==> src/rtl/canonical_pkg.sv <==
// Shared state codes, row type and literal encodings for the canonical-form scheduler.
package canonical_pkg;

  typedef logic [2:0] state_t;

  localparam state_t StLoad    = 3'd0;
  localparam state_t StClear   = 3'd1;
  localparam state_t StIssue   = 3'd2;
  localparam state_t StCollect = 3'd3;
  localparam state_t StEmit    = 3'd4;

  localparam int unsigned DefNumQubit  = 4;
  localparam int unsigned DefMaxVector = 2 ** DefNumQubit;

  typedef struct packed {
    logic [2*DefNumQubit-1:0] literals;
    logic [DefMaxVector-1:0]  phase;
  } row_t;

  // Two-bit Pauli literal codes shared with the reduction datapath.
  localparam logic [1:0] LitI = 2'b00;
  localparam logic [1:0] LitX = 2'b01;
  localparam logic [1:0] LitZ = 2'b10;
  localparam logic [1:0] LitY = 2'b11;

endpackage

==> src/rtl/canonical_row_buf.sv <==
// Depth-deep row register file: one synchronous write port, one combinational read port.
module canonical_row_buf #(
  parameter int unsigned Depth = 4,
  parameter int unsigned Width = 24,
  localparam int unsigned AddrW = (Depth > 1) ? $clog2(Depth) : 1
) (
  input  logic             clk,
  input  logic             rst_new,
  input  logic             we_i,
  input  logic [AddrW-1:0] waddr_i,
  input  logic [Width-1:0] wdata_i,
  input  logic [AddrW-1:0] raddr_i,
  output logic [Width-1:0] rdata_o
);

  logic [Width-1:0] mem_q [Depth];

  always_ff @(posedge clk or posedge rst_new) begin
    if (rst_new) begin
      for (int unsigned i = 0; i < Depth; i++) begin
        mem_q[i] <= '0;
      end
    end else if (we_i) begin
      mem_q[waddr_i] <= wdata_i;
    end
  end

  assign rdata_o = mem_q[raddr_i];

endmodule

==> src/rtl/canonical_scheduler.sv <==
// Buffers one tableau, streams it gap-free into the canonical datapath, replays the results.
// Optional collect watchdog enabled by defining CANON_SCHED_TIMEOUT_EN.
module canonical_scheduler
  import canonical_pkg::*;
#(
  parameter int unsigned num_qubit      = 4,
  parameter int unsigned max_vector     = 2 ** num_qubit,
  parameter int unsigned TIMEOUT_CYCLES = 8 * num_qubit
) (
  input  logic                   clk,
  input  logic                   rst_new,
  input  logic                   s_valid,
  output logic                   s_ready,
  input  logic [2*num_qubit-1:0] s_literals,
  input  logic [max_vector-1:0]  s_phase,
  output logic                   canon_clear,
  output logic                   canon_valid,
  output logic [2*num_qubit-1:0] canon_literals,
  output logic [max_vector-1:0]  canon_phase,
  input  logic                   canon_flag,
  input  logic [2*num_qubit-1:0] canon_literals_out,
  input  logic [max_vector-1:0]  canon_phase_out,
  output logic                   m_valid,
  input  logic                   m_ready,
  output logic [2*num_qubit-1:0] m_literals,
  output logic [max_vector-1:0]  m_phase,
  output logic                   m_last,
  output logic                   busy,
  output logic                   err_timeout
);

  localparam int unsigned LitW  = 2 * num_qubit;
  localparam int unsigned RowW  = LitW + max_vector;
  localparam int unsigned CntW  = $clog2(num_qubit + 1);
  localparam int unsigned AddrW = (num_qubit > 1) ? $clog2(num_qubit) : 1;
  localparam logic [CntW-1:0] LastIdx = CntW'(num_qubit - 1);

  state_t          state_q, state_d;
  logic [CntW-1:0] wr_cnt_q, wr_cnt_d;
  logic [CntW-1:0] iss_cnt_q, iss_cnt_d;
  logic [CntW-1:0] col_cnt_q, col_cnt_d;
  logic [CntW-1:0] rd_cnt_q, rd_cnt_d;
  logic            started_q;

  logic            in_we, capture, wd_fire;
  logic [RowW-1:0] in_rdata, out_rdata;

  assign capture = (state_q == StCollect) && canon_flag;

  // Holds s_ready low until the first clock after reset release.
  always_ff @(posedge clk or posedge rst_new) begin
    if (rst_new) begin
      started_q <= 1'b0;
    end else begin
      started_q <= 1'b1;
    end
  end

`ifdef CANON_SCHED_TIMEOUT_EN
  localparam int unsigned WdW = $clog2(TIMEOUT_CYCLES + 1);
  logic [WdW-1:0] wd_q, wd_d;

  assign wd_fire = (state_q == StCollect) && !canon_flag && (wd_q == WdW'(TIMEOUT_CYCLES));

  always_comb begin
    wd_d = wd_q + WdW'(1);
    if ((state_q != StCollect) || capture || wd_fire) begin
      wd_d = '0;
    end
  end

  always_ff @(posedge clk or posedge rst_new) begin
    if (rst_new) begin
      wd_q <= '0;
    end else begin
      wd_q <= wd_d;
    end
  end
`else
  logic [31:0] unused_timeout;
  assign unused_timeout = 32'(TIMEOUT_CYCLES);
  assign wd_fire        = 1'b0;
`endif

  always_comb begin
    state_d   = state_q;
    wr_cnt_d  = wr_cnt_q;
    iss_cnt_d = iss_cnt_q;
    col_cnt_d = col_cnt_q;
    rd_cnt_d  = rd_cnt_q;
    in_we     = 1'b0;
    unique case (state_q)
      StLoad: begin
        if (s_valid && s_ready) begin
          in_we = 1'b1;
          if (wr_cnt_q == LastIdx) begin
            wr_cnt_d = '0;
            state_d  = StClear;
          end else begin
            wr_cnt_d = wr_cnt_q + CntW'(1);
          end
        end
      end
      StClear: state_d = StIssue;
      StIssue: begin
        if (iss_cnt_q == LastIdx) begin
          iss_cnt_d = '0;
          state_d   = StCollect;
        end else begin
          iss_cnt_d = iss_cnt_q + CntW'(1);
        end
      end
      StCollect: begin
        if (capture) begin
          if (col_cnt_q == LastIdx) begin
            col_cnt_d = '0;
            state_d   = StEmit;
          end else begin
            col_cnt_d = col_cnt_q + CntW'(1);
          end
        end else if (wd_fire) begin
          // Abandon the partial result set; captured rows are never emitted.
          col_cnt_d = '0;
          state_d   = StLoad;
        end
      end
      StEmit: begin
        if (m_ready) begin
          if (rd_cnt_q == LastIdx) begin
            rd_cnt_d = '0;
            state_d  = StLoad;
          end else begin
            rd_cnt_d = rd_cnt_q + CntW'(1);
          end
        end
      end
      default: state_d = StLoad;
    endcase
  end

  always_ff @(posedge clk or posedge rst_new) begin
    if (rst_new) begin
      state_q   <= StLoad;
      wr_cnt_q  <= '0;
      iss_cnt_q <= '0;
      col_cnt_q <= '0;
      rd_cnt_q  <= '0;
    end else begin
      state_q   <= state_d;
      wr_cnt_q  <= wr_cnt_d;
      iss_cnt_q <= iss_cnt_d;
      col_cnt_q <= col_cnt_d;
      rd_cnt_q  <= rd_cnt_d;
    end
  end

  canonical_row_buf #(
    .Depth (num_qubit),
    .Width (RowW)
  ) u_in_buf (
    .clk     (clk),
    .rst_new (rst_new),
    .we_i    (in_we),
    .waddr_i (wr_cnt_q[AddrW-1:0]),
    .wdata_i ({s_literals, s_phase}),
    .raddr_i (iss_cnt_q[AddrW-1:0]),
    .rdata_o (in_rdata)
  );

  canonical_row_buf #(
    .Depth (num_qubit),
    .Width (RowW)
  ) u_out_buf (
    .clk     (clk),
    .rst_new (rst_new),
    .we_i    (capture),
    .waddr_i (col_cnt_q[AddrW-1:0]),
    .wdata_i ({canon_literals_out, canon_phase_out}),
    .raddr_i (rd_cnt_q[AddrW-1:0]),
    .rdata_o (out_rdata)
  );

  assign s_ready     = (state_q == StLoad) && started_q;
  assign busy        = (state_q != StLoad);
  assign canon_clear = (state_q == StClear) || wd_fire;
  assign err_timeout = wd_fire;

  assign canon_valid                   = (state_q == StIssue);
  assign {canon_literals, canon_phase} = canon_valid ? in_rdata : '0;

  assign m_valid               = (state_q == StEmit);
  assign {m_literals, m_phase} = m_valid ? out_rdata : '0;
  assign m_last                = m_valid && (rd_cnt_q == LastIdx);

endmodule

==> config.mk <==
export PLATFORM = sky130hd
export DESIGN_NAME = canonical_scheduler
export DESIGN_NICKNAME = d
export VERILOG_FILES = /design/src/rtl/canonical_pkg.sv /design/src/rtl/canonical_row_buf.sv /design/src/rtl/canonical_scheduler.sv
export SDC_FILE = /design/constraint.sdc
export NUM_CORES = 1
export LEC_CHECK = 0
export BUFFER_PORTS_ARGS = -buffer_cell sky130_fd_sc_hd__buf_4
export CAP_MARGIN = 15
export CORE_MARGIN = 5
export CORE_UTILIZATION = 45
export CTS_BUF_LIST = sky130_fd_sc_hd__clkbuf_4 sky130_fd_sc_hd__clkbuf_8
export DETAILED_ROUTE_END_ITERATION = 8
export PLACE_DENSITY = 0.69
export SLEW_MARGIN = 20
export SYNTH_ARGS = -nofsm -noshare
export SYNTH_HDL_FRONTEND = slang
export SYNTH_HIERARCHICAL = 1
export SYNTH_SLANG_ARGS = --single-unit
==> constraint.sdc <==
create_clock -name clk -period 5 [get_ports clk]
set_clock_uncertainty 0.2 [all_clocks]
set_input_delay 0.25 -clock clk [delete_from_list [all_inputs] [get_ports clk]]
set_output_delay 0.25 -clock clk [all_outputs]
set_load 0.05 [all_outputs]
==> run_results.csv <==
group,metric,value,unit
run_status,outcome,"complete, no violations",
clocking,cts_tree,"done",
place,hpwlAfterDp,13000,um
place,dp.cells,954,
global_route,use_met2,0.300,
floorplan,die_w,155,um
logic_synthesis,yosysMostFrequentCell,"dfrtp_1",
critical_path,criticalPathCategory,"reg -> out",
global_route,grtUsageMet3,0.0387,
logic_synthesis,syn_inst,598,
clocking,numCtsBuffers,37,
power,p_leak,5.51,nW
global_route,antenna_found_initial,0,
clocking,cts_max_level,2,
routing,firstDrtPassIters,4,
critical_path,arrival,2.69,ns
clocking,root_buffer,"clkbuf_8",
logic_synthesis,synth_area_leaders,"dfrtp_1, mux2_2, mux4_2, and2_1, buf_4",
sta,final.setup.tns,0,ns
critical_path,worstPathRequired,4.55,ns
critical_path,end_kind,"primary output",
clocking,cts_setup_buffers,0,
sta,setup_slack,1.86,ns
critical_path,start_kind,"register",
sta,setup_viol,0,
global_route,grt_start_max_net_pins,61,
layout,drive_above_1_share,0.545,
critical_path,crit_chain,"buf_4, mux4_2, and2_1, buf_4",
routing,drc,0,
floorplan,dieArea,24100,sq um
sta,final.min_clock_period,3.14,ns
routing,num_vias,5642,
clocking,cts_buffer_depth,3,
layout,final_net_count,827,
clocking,insertion_delay,0.52,ns
global_route,grt_pass1_vias,6396,
layout,fin_util,0.564,
routing,drtAntennaViolNets,0,
floorplan,io_pins,108,
logic_synthesis,ys.flop_type,"dfrtp_1",
logic_synthesis,yosys-top-cells-count,"dfrtp_1, mux2_2, and2_1, mux4_2, buf_4",
run,cap_violations,0,
critical_path,r2r_slack,2.18,ns
worst_hold_path,hold_class,"in -> async",
routing,drt-initial-drc-count,193,
floorplan,die_h,155,um
clocking,cts_sinks,208,
global_route,grt_pass1_wl,33800,um
global_route,gr-total-overflow,0,
critical_path,slowest_delay,0.92,ns
floorplan,start_util,0.455,
floorplan,core,20900,sq um
sta,hold_viol,0,
place,dpl_cell_area,10500,sq um
global_route,busiest_layer,"met2",
logic_synthesis,synth_edf_count,0,
place,place_congestion,0.724,
routing,viasPerCell,5.28,
clocking,cts_hold_buf,52,
sta,slew_viol_final,0,
layout,fillCellCount,1659,
logic_synthesis,yosysUniqueCellTypes,41,
place,portBuffers,106,
sta,min_period_over_period,0.627,
sta,tightestPinTransition,0.881,ns
power,fin_total_pwr,7.36,mW
sta,holdWs,0.267,ns
logic_synthesis,synth.yosys.warnings,6,
floorplan,num_rows,53,
layout,syn2layout_area_growth,23.9,%
layout,design_area,11800,sq um
sta,max_slew_margin,0.413,
logic_synthesis,avgSynthCellArea,15.9,sq um
logic_synthesis,ys_seq_elements,208,
critical_path,cp_slowest_cell,"dfrtp_1",
global_route,global_route.usage.met1,0.222,
sta,fmax,319,MHz
logic_synthesis,syn_nets,655,
logic_synthesis,synth_top_area_cell,"dfrtp_1",
logic_synthesis,synth.top_cell.area_share,0.547,
clocking,cts.clk_slew.worst_paths,0.06,ns
power,peakVddDrop,0.000383,V
routing,drt_wl_total,20400,um
logic_synthesis,syn_area,9510,sq um
layout,diodes,0,
clocking,post_cts_resized,0,
logic_synthesis,synthArstFlopShare,1.00,
routing,wl_per_cell,19.1,um
global_route,grtUsageTotal,0.175,
logic_synthesis,yosysSeqAreaShare,0.547,
sta,rsz0062_at_grt,"no",
critical_path,crit_fanout,14,
critical_path,worst_path_most_repeated_cell,"buf_4",
power,powerDensity,624,nW/um^2
layout,fin_cells,1068,
place,pre_cts_ws,2.21,ns
==> cell type report <==
type	instances	area [sq um]	area share
tap	275	344	0.0292
clock buffer	59	743	0.0630
multi-input combinational	343	4000	0.340
inverter	12	48.8	0.00414
sequential	208	5200	0.441
timing repair buffer	168	1400	0.119
clock inverter	3	46.3	0.00393
==> layer usage <==
metal,routed length [um],vias up
li1,-,2526
met1,8550,2945
met2,10400,130
met3,931,41
met4,513,0
met5,0,-
==> registers in the layout, summed over array words and instances (netlist names) <==
name,count
wr_cnt_q,3
u_in_buf/mem_q,96
started_q,1
state_q,3
rd_cnt_q,3
u_out_buf/mem_q,96
col_cnt_q,3
iss_cnt_q,3
==> layout by cell type (no fill, tap or decap), drive strengths merged <==
cell / n
dfrtp: 208
mux2: 193
buf: 116
clkbuf: 59
dlygate4sd3: 52
and2: 49
mux4: 48
inv: 12
nand2: 8
nand3b: 6
nor3b: 5
ha: 4
o21ai: 4
nand3: 4
a21boi: 3
a21o: 3
o31ai: 2
conb: 2
nor3: 2
nand4: 1
o311a: 1
a31oi: 1
and3: 1
a211oi: 1
or2: 1
nor2b: 1
mux2i: 1
o22ai: 1
nand2b: 1
clkinvlp: 1
bufinv: 1
clkinv: 1
==> final timing paths <==
check                                               start                         endpoint  cells past startpoint
setup / recovery                 iss_cnt_q[1]$_DFFE_PP0P_                  canon_phase[11]                      4
hold / removal                                    rst_new  u_out_buf/mem_q[46]$_DFFE_PP0P_                      3
setup reg to reg                   state_q[1]$_DFFE_PP0P_   u_in_buf/mem_q[89]$_DFFE_PP0P_                      6
hold reg to reg            u_in_buf/mem_q[88]$_DFFE_PP0P_   u_in_buf/mem_q[88]$_DFFE_PP0P_                      1
max in group asynchronous                         rst_new   u_out_buf/mem_q[8]$_DFFE_PP0P_                      4
min in group clk           u_in_buf/mem_q[88]$_DFFE_PP0P_   u_in_buf/mem_q[88]$_DFFE_PP0P_                      1
==> power breakdown <==
group	leakage [nW]	switching [mW]	internal (mW)	total [mW]
registers	2.65	0.471	2.47	2.95
logic	2.44	1.27	1.51	2.78
clock network	0.415	0.651	0.989	1.64
==> cell families after synthesis <==
group | share of synthesized area
mux | 0.344
buf+inv | 0.0333
simple gates | 0.0579
flops | 0.547
other cells | 0.000789
compound gates | 0.0121
fa+ha+maj | 0.00526
==> worst max-delay path, delay by kind of cell (launching register included) <==
kind / cells / cell delay [ns]
AND/OR/NAND/NOR: 1 / 0.15
flip-flops: 1 / 0.92
multiplexers: 1 / 0.54
buffers and inverters: 2 / 0.57
Note: power is estimated with default switching activity, not from simulation.
